### src/rtl/msp430_ram_master.sv
// msp430_ram_master
//   Single-outstanding request/response bridge onto a synchronous single-port
//   RAM with per-byte write enables and one cycle of read latency.
//
//   Ports
//     ram_clk, ram_rst   clock, synchronous active-high reset
//     req_*              request channel (valid/ready); byte address in req_addr
//     rsp_*              response channel (valid/ready); rsp_err on rejected access
//     ram_addr/din/cen/wen/dout
//                        RAM macro pins; cen and wen are active low
//
//   A legal request strobes the RAM combinationally in its handshake cycle.
//   Writes answer one cycle later; reads pass through RD, where ram_dout is
//   captured and byte lanes are selected. Illegal requests (out of range, or
//   a misaligned word access) never touch the RAM and answer with rsp_err.
module msp430_ram_master #(
  parameter int AW       = 6,
  parameter int DW       = 16,
  parameter int MEM_SIZE = 256
) (
  input  logic          ram_clk,
  input  logic          ram_rst,
  // request channel
  input  logic          req_valid,
  output logic          req_ready,
  input  logic [AW:0]   req_addr,
  input  logic          req_we,
  input  logic          req_byte,
  input  logic [DW-1:0] req_wdata,
  // response channel
  output logic          rsp_valid,
  input  logic          rsp_ready,
  output logic [DW-1:0] rsp_rdata,
  output logic          rsp_err,
  // RAM macro
  output logic [AW-1:0] ram_addr,
  output logic [DW-1:0] ram_din,
  output logic          ram_cen,
  output logic [1:0]    ram_wen,
  input  logic [DW-1:0] ram_dout
);

  localparam logic [1:0] IDLE = 2'd0;
  localparam logic [1:0] RD   = 2'd1;
  localparam logic [1:0] RSP  = 2'd2;

  logic [1:0]  state;
  logic        hs;
  logic        addr_oob;
  logic        misalign;
  logic        illegal;
  logic        strobe;
  logic [31:0] addr_ext;

  // Byte-lane bookkeeping captured at handshake and consumed in RD.
  logic        rd_byte;
  logic        rd_hi;

  // ---------------------------------------------------------------------------
  // Request acceptance and legality
  // ---------------------------------------------------------------------------
  assign req_ready = (state == IDLE) && !ram_rst;
  assign hs        = req_valid && req_ready;

  // Widen before comparing so MEM_SIZE larger than the address space is safe.
  assign addr_ext  = 32'(req_addr);
  assign addr_oob  = addr_ext >= 32'(MEM_SIZE);
  assign misalign  = !req_byte && req_addr[0];
  assign illegal   = addr_oob || misalign;
  assign strobe    = hs && !illegal;

  // ---------------------------------------------------------------------------
  // RAM drive: idle values everywhere except a legal handshake cycle
  // ---------------------------------------------------------------------------
  always_comb begin
    ram_cen  = 1'b1;
    ram_wen  = 2'b11;
    ram_addr = '0;
    ram_din  = '0;
    if (strobe) begin
      ram_cen  = 1'b0;
      ram_addr = req_addr[AW:1];
      if (req_we) begin
        if (!req_byte) begin
          ram_wen = 2'b00;
          ram_din = req_wdata;
        end else if (req_addr[0]) begin
          // odd byte lives in the high half of the word
          ram_wen = 2'b01;
          ram_din = DW'({req_wdata[7:0], 8'h00});
        end else begin
          ram_wen = 2'b10;
          ram_din = DW'({8'h00, req_wdata[7:0]});
        end
      end
    end
  end

  // ---------------------------------------------------------------------------
  // Control FSM and response registers
  // ---------------------------------------------------------------------------
  always_ff @(posedge ram_clk) begin
    if (ram_rst) begin
      state     <= IDLE;
      rsp_valid <= 1'b0;
      rsp_rdata <= '0;
      rsp_err   <= 1'b0;
      rd_byte   <= 1'b0;
      rd_hi     <= 1'b0;
    end else begin
      case (state)
        IDLE: begin
          if (hs) begin
            if (illegal) begin
              state     <= RSP;
              rsp_valid <= 1'b1;
              rsp_err   <= 1'b1;
              rsp_rdata <= '0;
            end else if (req_we) begin
              state     <= RSP;
              rsp_valid <= 1'b1;
              rsp_err   <= 1'b0;
              rsp_rdata <= '0;
            end else begin
              state   <= RD;
              rd_byte <= req_byte;
              rd_hi   <= req_addr[0];
            end
          end
        end
        RD: begin
          // ram_dout is valid now, one cycle after the strobe
          state     <= RSP;
          rsp_valid <= 1'b1;
          rsp_err   <= 1'b0;
          if (!rd_byte)
            rsp_rdata <= ram_dout;
          else if (rd_hi)
            rsp_rdata <= DW'(ram_dout[15:8]);
          else
            rsp_rdata <= DW'(ram_dout[7:0]);
        end
        RSP: begin
          if (rsp_ready) begin
            state     <= IDLE;
            rsp_valid <= 1'b0;
            rsp_rdata <= '0;
            rsp_err   <= 1'b0;
          end
        end
        default: begin
          state     <= IDLE;
          rsp_valid <= 1'b0;
        end
      endcase
    end
  end

endmodule

### config.mk
export PLATFORM = sky130hd
export DESIGN_NAME = msp430_ram_master
export DESIGN_NICKNAME = d
export VERILOG_FILES = /design/src/rtl/msp430_ram_master.sv
export SDC_FILE = /design/constraint.sdc
export NUM_CORES = 1
export LEC_CHECK = 0
export ABC_AREA = 1
export CAP_MARGIN = 20
export CORE_UTILIZATION = 40
export CTS_BUF_LIST = sky130_fd_sc_hd__clkbuf_8
export DETAILED_ROUTE_END_ITERATION = 8
export PLACE_DENSITY = 0.95
export SLEW_MARGIN = 20
export SYNTH_ARGS = -nofsm -noshare
export SYNTH_HDL_FRONTEND = slang
export SYNTH_SLANG_ARGS = --single-unit
export TNS_END_PERCENT = 5
### constraint.sdc
create_clock -name ram_clk -period 2.75 [get_ports ram_clk]
set_clock_uncertainty 0.2 [all_clocks]
set_input_delay 0.55 -clock ram_clk [delete_from_list [all_inputs] [get_ports ram_clk]]
set_output_delay 0.55 -clock ram_clk [all_outputs]
set_load 0.01 [all_outputs]
==> results.sh <==
export IMPL_worst_pin_slew_ns=0.4299
export IMPL_wl_per_cell_um=11.03
export IMPL_total_power_mw=1.983
export IMPL_path_clk_slew_ns=0.08
export IMPL_crit_type="input port to output pin"
export IMPL_fillerInstances=262
export IMPL_initial_utilization_pct=42.52
export IMPL_syn_avg_cell_area_um2=6.006
export IMPL_clockBufferDepth=2
export IMPL_p_per_area_nw_per_um2=801.6
export IMPL_placed_area_um2=2446
export IMPL_coreArea_um2=3390
export IMPL_grt_usage_pct=22.56
export IMPL_tns_ns=0
export IMPL_maxSlewViolCount=0
export IMPL_hpwl_um=3476
export IMPL_ys_seq_area_share_pct=30.56
export IMPL_totalWireLength_um=4257
export IMPL_drive_gt1_share_pct=11.47
export IMPL_portBuffers=88
export IMPL_cts_tree="yes"
export IMPL_status="finished clean"
export IMPL_clk_latency_ns=0.27
export IMPL_htree_num_levels=1
export IMPL_dr_pass1_iters=5
export IMPL_clock_root_buffer="clkbuf_8"
export IMPL_ant_nets=0
export IMPL_finalCritPeriodShare_pct=96.76
export IMPL_grt_overflow=0
export IMPL_relSlewSlack_pct=71.23
export IMPL_syn_inst=240
export IMPL_placementRows=21
export IMPL_viasPerCell=4.565
export IMPL_nets=390
export IMPL_worstPathArrival_ns=1.91
export IMPL_ios=89
export IMPL_p_leak_nw=1.243
export IMPL_antenna_found_initial=0
export IMPL_reg2regPathDepth=8
export IMPL_yosys_warnings=0
export IMPL_via_count=1762
export IMPL_globalplace_congestion=0.9269
export IMPL_drt_iter0_markers=86
export IMPL_grt_pass1_vias=1574
export IMPL_final_cell_area_um2=2474
export IMPL_peakVddDrop_mv=0.5343
export IMPL_antenna_cells=0
export IMPL_cts_setup_buffers=0
export IMPL_min_path_cells=2
export IMPL_cts_hold_buf=0
export IMPL_fmax_mhz=375.8
export IMPL_cp_start_kind="input port"
export IMPL_synth_cell_types=21
export IMPL_critical_path_max_fanout=10
export IMPL_grt_pass1_wl_um=6513
export IMPL_worstPathRequired_ns=2.00
export IMPL_maxCapViolations=0
export IMPL_numCtsBuffers=3
export IMPL_worst_setup_path_end_kind="output pin"
export IMPL_rsz0062_at_grt="no"
export IMPL_synth_fp_nets=289
export IMPL_dieArea_um2=3848
export IMPL_netlist_area_um2=1441
export IMPL_die_h_um=62.03
export IMPL_die_w_um=62.03
export IMPL_min_period_ns=2.661
export IMPL_drc=0
export IMPL_cts_sinks=22
export IMPL_ys_ff_latch=22
export IMPL_finalHoldViolCount=0
export IMPL_synthToLayoutAreaGrowth_pct=71.61
export IMPL_hold_path_class="flip-flop to flip-flop"
export IMPL_setup_viol=0
export IMPL_grt_max_degree=18
==> synthesized netlist by cell type, drive strengths merged <==
cell type / number / area, um2
dfxtp: 22 / 440.4
clkbuf: 3 / 11.26
o211ai: 3 / 22.52
a21oi: 16 / 80.08
nor3: 1 / 5.000
nor2: 61 / 252.7
clkinv: 1 / 5.000
inv: 35 / 131.4
o21ai: 14 / 73.82
nand3: 4 / 37.54
buf: 3 / 27.52
nand2: 73 / 304.0
ha: 4 / 50.05
==> worst max-delay path, cell delays in order <==
cell and delay, ns:
clkdlybuf4s50_1 0.46, nor2_4 0.14, nand3_4 0.08, inv_2 0.08, nand2_4 0.09, inv_4 0.11
nand2_1 0.06, nor2_1 0.07, dlygate4sd2_1 0.27
==> registers in the layout, indices dropped and copies added, names as in the netlist <==
| register | cells |
|---|---|
| rd_byte | 1 |
| rsp_err | 1 |
| rsp_valid | 1 |
| rsp_rdata | 16 |
| rd_hi | 1 |
| state | 2 |
==> final cells by class <==
| cell class | instances | area, um2 | share of cell area (%) |
|---|---|---|---|
| Inverter | 36 | 137.6 | 5.564 |
| Clock buffer | 4 | 55.05 | 2.226 |
| Tap cell | 46 | 57.56 | 2.327 |
| Multi-Input combinational cell | 176 | 838.3 | 33.89 |
| Timing Repair Buffer | 102 | 944.7 | 38.19 |
| Sequential cell | 22 | 440.4 | 17.80 |
==> worst paths after layout <==
| check | slack [ns] | from | endpoint |
|---|---|---|---|
| max | 0.09 | ram_rst | ram_din[5] |
| min | 0.27 | rsp_valid | rsp_valid |
| max reg2reg | 0.80 | state[1] | rsp_rdata[13] |
| min reg2reg | 0.27 | rsp_valid | rsp_valid |
==> logic make-up (layout without fill, tap and decap cells) <==
| logic type | count (synthesis) | after routing | share of synthesized area, % |
|---|---|---|---|
| AO/OA/AOI/OAI | 33 | 33 | 12.24 |
| buffers and inverters | 42 | 142 | 12.15 |
| flip-flops | 22 | 22 | 30.56 |
| adder cells (fa/ha/maj) | 4 | 4 | 3.472 |
| AND/OR/NAND/NOR | 139 | 139 | 41.58 |
==> where the power goes <==
| part | switching (mW) | total (mW) | internal, mW | leakage (nW) |
|---|---|---|---|---|
| combinational | 0.637 | 1.21 | 0.575 | 1.03 |
| sequential | 0.0776 | 0.540 | 0.463 | 0.181 |
| clock | 0.103 | 0.230 | 0.128 | 0.0288 |
| total | 0.818 | 1.98 | 1.17 | 1.24 |
==> metal layers <==
layer | track usage [%] | part of all wire (%)
met5 | 0 | 0
met4 | 6.984 | 2.1
met3 | 4.969 | 2.4
met2 | 41.34 | 54
met1 | 25.85 | 41
==> metrics by stage <==
stage | instances | worst slack [ns] | hold WS (ns) | util, %
after floorplan | 240 | 0.5459 | 0.2693 | -
after global placement | 382 | -0.2350 | 0.2369 | 72.17
after detailed placement | 382 | -0.2712 | 0.2594 | 72.17
after CTS | 386 | 0.008015 | 0.2711 | 72.91
after global routing | 386 | 0.001240 | 0.2963 | 72.98
final | 386 | 0.08922 | 0.2704 | 72.98
==> repair_timing <==
action	in CTS	in global routing
resized for setup	27	15
hold endpoints to repair	0	0
setup endpoints to repair	24	9
pin swaps	0	1
==> cells in the final DEF, fill, tap and decap left out, drive strengths merged, types with 2 or more instances in the layout <==
cell and count:
nor2 61, dfxtp 22, clkdlybuf4s50 62, o211ai 3
clkbuf 8, o21ai 14, dlygate4sd2 19, nand2 73
a21oi 16, clkdlybuf4s15 2, ha 4, buf 14
inv 36, nand3 4
(Power assumes the default switching activity.)
==> patch 1: new RTL, config.mk and constraints unchanged <==
The parameter `AW` goes from 6 to 5.
--- a/src/rtl/msp430_ram_master.sv
+++ b/src/rtl/msp430_ram_master.sv
@@ -15,5 +15,5 @@
 //   a misaligned word access) never touch the RAM and answer with rsp_err.
 module msp430_ram_master #(
-  parameter int AW       = 6,
+  parameter int AW       = 5,
   parameter int DW       = 16,
   parameter int MEM_SIZE = 256
Interface: changed (resized ram_addr and req_addr); port bits go from 89 to 87. The function was not compared with the original's and may differ.
==> patch 1 against the unedited design <==
Worst setup slack got worse by 0.0086 ns; sequential power barely moved; worst hold slack got worse by 0.018 ns; routed wire length fell by 7.5%; cell area fell by 2.5%; non-clock buffer count fell by 5; synthesized area fell by 0.87%; total power rose by 1.0%; cell count fell by 1.8%; sequential cell count did not move; critical path depth fell by 4; critical endpoint is now ram_cen.
==> patch 1: results (changes against the unedited design) <==
{| class="wikitable"
! Metric !! Value
|-
| Largest net degree at the start of global routing || 28 (was 18)
|-
| Worst setup path startpoint || req_addr[0] (was ram_rst)
|-
| Non-clock buffers || 97 (was 102)
|-
| Total half-perimeter wirelength after legalization and detailed placement || 3020 µm (was 3480 µm)
|-
| Largest stage delay, worst path || 0.53 ns (was 0.46 ns)
|-
| Number of global-route vias before repair || 1550 (was 1574)
|-
| Final weighted congestion in routability-driven placement || 0.778 (was 0.927)
|-
| Run status || complete, no violations (unchanged)
|-
| Leakage power total || 1.21 nW (was 1.24 nW)
|-
| Global Route met3 Usage || 0.0455 (was 0.0497)
|-
| Area fraction in compound gates after synthesis || 0.123 (was 0.122)
|-
| Post-place setup slack || -0.232 ns (was -0.271 ns)
|-
| Detailed-routing wirelength on met1 || 1590 µm (was 1770 µm)
|-
| Wire length of the first global-routing pass || 6240 µm (was 6510 µm)
|-
| Top cells by instance count after synthesis || 54 x sky130_fd_sc_hd__nor2_1, 52 x sky130_fd_sc_hd__nand2_1, 41 x sky130_fd_sc_hd__inv_1 (was 69 x sky130_fd_sc_hd__nand2_1, 59 x sky130_fd_sc_hd__nor2_1, 32 x sky130_fd_sc_hd__inv_1)
|-
| Worst-Margin Slew || 0.451 ns (was 0.430 ns)
|-
| Number of port buffers || 86 (was 88)
|-
| Share of cells above drive strength 1 || 0.129 (was 0.115)
|-
| Number of multi-input logic gates || 168 (was 176)
|-
| Net switching power of the design || 805 µW (was 818 µW)
|-
| Number of nets in the layout || 382 (was 390)
|-
| Detailed route wirelength on metal3 || 316 µm (was 101 µm)
|-
| Number of iterations in the first detailed-routing pass || 4 (was 5)
|-
| Global-route track usage on met2 || 0.399 (was 0.413)
|-
| Crit Path Max Fanout || 7 (was 10)
|-
| Cell variety after synth || 20 (was 21)
|-
| Placed Area || 0.00237 mm² (was 0.00245 mm²)
|-
| Average detailed-routed wire length per instance || 10.4 µm (was 11.0 µm)
|-
| Area share of fa/ha/maj cells after synthesis || 0.0350 (was 0.0347)
|-
| Post-Synthesis Mean Instance Area || 5.95 µm² (was 6.01 µm²)
|-
| Fraction of area in multi-input gates || 0.332 (was 0.339)
|-
| Sequential element share of the synthesized area || 0.308 (was 0.306)
|}
==> patch 1: power groups by stage <==
stage,Combinational (mW),Sequential (mW),Clock [mW]
2_1_floorplan,0.641,0.602,0
3_3_place_gp,1.11,0.542,0
3_5_place_dp,1.15,0.548,0
4_1_cts,1.16,0.540,0.304
5_1_grt,1.31,0.560,0.318
6_report,1.16,0.539,0.302
==> patch 1: final timing paths <==
kind	endpoint	slack, ns	cells after the start
setup / recovery	ram_cen	0.08	5
setup reg to reg	rsp_rdata[12]	0.83	8
hold / removal	rsp_valid	0.25	2
hold reg to reg	rsp_valid	0.25	2
==> patch 1: timing repair <==
action,4_1_cts,5_1_grt
setup endpoints to repair,23,17
pin swaps,0,2
hold buffers,0,0
buffers inserted,0,1
gates resized for setup,23,31
cloned,0,0
==> patch 2: new RTL, same flow settings <==
Made on the original files. Put one more register stage on the output `rsp_err`, cleared by the reset. The value now appears one clock later. The other outputs are not delayed to match.
--- a/src/rtl/msp430_ram_master.sv
+++ b/src/rtl/msp430_ram_master.sv
@@ -44,4 +44,6 @@
   localparam logic [1:0] RD   = 2'd1;
   localparam logic [1:0] RSP  = 2'd2;
+
+  logic rsp_err_s0;
 
   logic [1:0]  state;
@@ -105,5 +107,5 @@
       rsp_valid <= 1'b0;
       rsp_rdata <= '0;
-      rsp_err   <= 1'b0;
+      rsp_err_s0 <= 1'b0;
       rd_byte   <= 1'b0;
       rd_hi     <= 1'b0;
@@ -115,10 +117,10 @@
               state     <= RSP;
               rsp_valid <= 1'b1;
-              rsp_err   <= 1'b1;
+              rsp_err_s0 <= 1'b1;
               rsp_rdata <= '0;
             end else if (req_we) begin
               state     <= RSP;
               rsp_valid <= 1'b1;
-              rsp_err   <= 1'b0;
+              rsp_err_s0 <= 1'b0;
               rsp_rdata <= '0;
             end else begin
@@ -133,5 +135,5 @@
           state     <= RSP;
           rsp_valid <= 1'b1;
-          rsp_err   <= 1'b0;
+          rsp_err_s0 <= 1'b0;
           if (!rd_byte)
             rsp_rdata <= ram_dout;
@@ -146,5 +148,5 @@
             rsp_valid <= 1'b0;
             rsp_rdata <= '0;
-            rsp_err   <= 1'b0;
+            rsp_err_s0 <= 1'b0;
           end
         end
@@ -157,4 +159,12 @@
   end
 
+  always_ff @(posedge ram_clk) begin
+    if (ram_rst) begin
+      rsp_err <= '0;
+    end else begin
+      rsp_err <= rsp_err_s0;
+    end
+  end
+
 endmodule
 
Check against the original RTL: not equivalent (Yosys sat finds a counterexample within 4 cycles, from zero or initial values and one cycle with ram_rst high).
==> patch 2 against the unedited design <==
The run now ends with negative setup slack left; routed wire length shrank 3.0%; global-route usage decreased by 0.52 points; sequential share of layout area grew 0.91 points; count of clock-buffer cells in the layout down 1; worst setup slack lost 0.22 ns; sequential cell count increased by 1; fmax shrank 7.7%; synthesized area fell by 0.17%; total power is 2.9% lower; cell area is 0.56% lower.
==> patch 2: results (changes against the unedited design) <==
{| class="wikitable"
! Metric !! Value
|-
| Wire length of the first global-routing pass || 6400 µm (was 6510 µm)
|-
| Vias per Instance || 4.60 (was 4.56)
|-
| WL final || 4130 µm (was 4260 µm)
|-
| Data arrival time of the worst path || 2.13 ns (was 1.91 ns)
|-
| Leakage power total || 1.26 nW (was 1.24 nW)
|-
| Flip-flop count of the largest register after layout || 16 (unchanged)
|-
| Top cells by instance count after synthesis || 56 x sky130_fd_sc_hd__nand2_1, 56 x sky130_fd_sc_hd__nor2_1, 36 x sky130_fd_sc_hd__inv_1 (was 69 x sky130_fd_sc_hd__nand2_1, 59 x sky130_fd_sc_hd__nor2_1, 32 x sky130_fd_sc_hd__inv_1)
|-
| Largest net degree at the start of global routing || 34 (was 18)
|-
| Sequential element share of the synthesized area || 0.320 (was 0.306)
|-
| Slew Limit Headroom || 0.616 (was 0.712)
|-
| Smallest setup slack after layout || -0.131 ns (was 0.0892 ns)
|-
| Peak supply drop || 0.319 mV (was 0.534 mV)
|-
| Crit Path Max Fanout || 9 (was 10)
|-
| Cell variety after synth || 19 (was 21)
|-
| Post-place setup slack || -0.187 ns (was -0.271 ns)
|-
| Count of endpoints failing setup in the final report || 1 (was 0)
|-
| Total half-perimeter wirelength after legalization and detailed placement || 3250 µm (was 3480 µm)
|-
| Largest stage delay, worst path || 0.54 ns (was 0.46 ns)
|-
| Average detailed-routed wire length per instance || 10.9 µm (was 11.0 µm)
|-
| Leading cell types by total area after synthesis || sky130_fd_sc_hd__dfxtp_1 32%, sky130_fd_sc_hd__nand2_1 15%, sky130_fd_sc_hd__nor2_1 15% (was sky130_fd_sc_hd__dfxtp_1 31%, sky130_fd_sc_hd__nand2_1 18%, sky130_fd_sc_hd__nor2_1 15%)
|-
| Run status || finished with violations (was complete, no violations)
|-
| All-Layer GR Usage || 0.220 (was 0.226)
|-
| Number of global-route vias before repair || 1585 (was 1574)
|-
| Final weighted congestion in routability-driven placement || 0.736 (was 0.927)
|-
| Placed cells || 376 (was 382)
|-
| Drt first-iter violations || 84 (was 86)
|-
| Sum Neg Setup Slack || -0.131 ns (was 0 ns)
|-
| Violated checks || negative setup slack
|-
| Post-CTS Setup Repair Bufs || 0 (unchanged)
|-
| Share of cells above drive strength 1 || 0.0778 (was 0.115)
|}
## patch 2: path summary, 6_finish.rpt
kind | endpoint | slack [ns] | start
hold reg to reg | rsp_valid | 0.25 | rsp_valid
setup / recovery | ram_din[4] | -0.13 | req_byte
hold / removal | rsp_valid | 0.25 | rsp_valid
setup reg to reg | rsp_rdata[13] | 0.84 | state[1]
## patch 2: where the power goes
group / switching [mW] / internal (mW)
combinational: 0.592 / 0.563
sequential: 0.0760 / 0.480
clock: 0.112 / 0.101
total: 0.781 / 1.14
## patch 2: through the flow
stage	util	power, mW	area (µm²)
after detailed placement	0.711	1.71	2410
after global placement	0.711	1.67	2410
final	0.726	1.93	2460
after CTS	0.718	1.92	2430
after floorplan	-	1.24	1440
after global routing	0.726	2.11	2460
## patch 2: cell families after synthesis
logic type / Yosys count / synth area share
flip-flops: 23 / 0.320
buffers and inverters: 47 / 0.143
AND/OR/NAND/NOR: 130 / 0.375
AO/OA/AOI/OAI: 36 / 0.127
adder cells (fa/ha/maj): 4 / 0.0348
## patch 2: layout make-up
class,instances,area (µm²)
clock buffers,3,41.3
repair buffers,99,963
flip-flops and latches,23,460
inverters,38,143
clock inverters,1,5.00
fillers,258,930
well taps,46,57.6
multi-input cells,170,790
## patch 2: tightest hold or removal path: stages, from the launching register on
cell and delay, ns:
sky130_fd_sc_hd__dfxtp_1 0.31, sky130_fd_sc_hd__inv_1 0.04, sky130_fd_sc_hd__a21oi_1 0.05
## patch 2: per-layer routing
layer	up-vias	share of wire	track usage
met4	0	0.016	0.0825
li1	919	-	-
met1	763	0.41	0.242
met5	-	0	0
met2	60	0.52	0.409
met3	7	0.053	0.0497
## patch 2: repair_timing
action,4_1_cts,5_1_grt
setup endpoints to repair,24,12
cloned,0,0
gates resized for setup,20,7
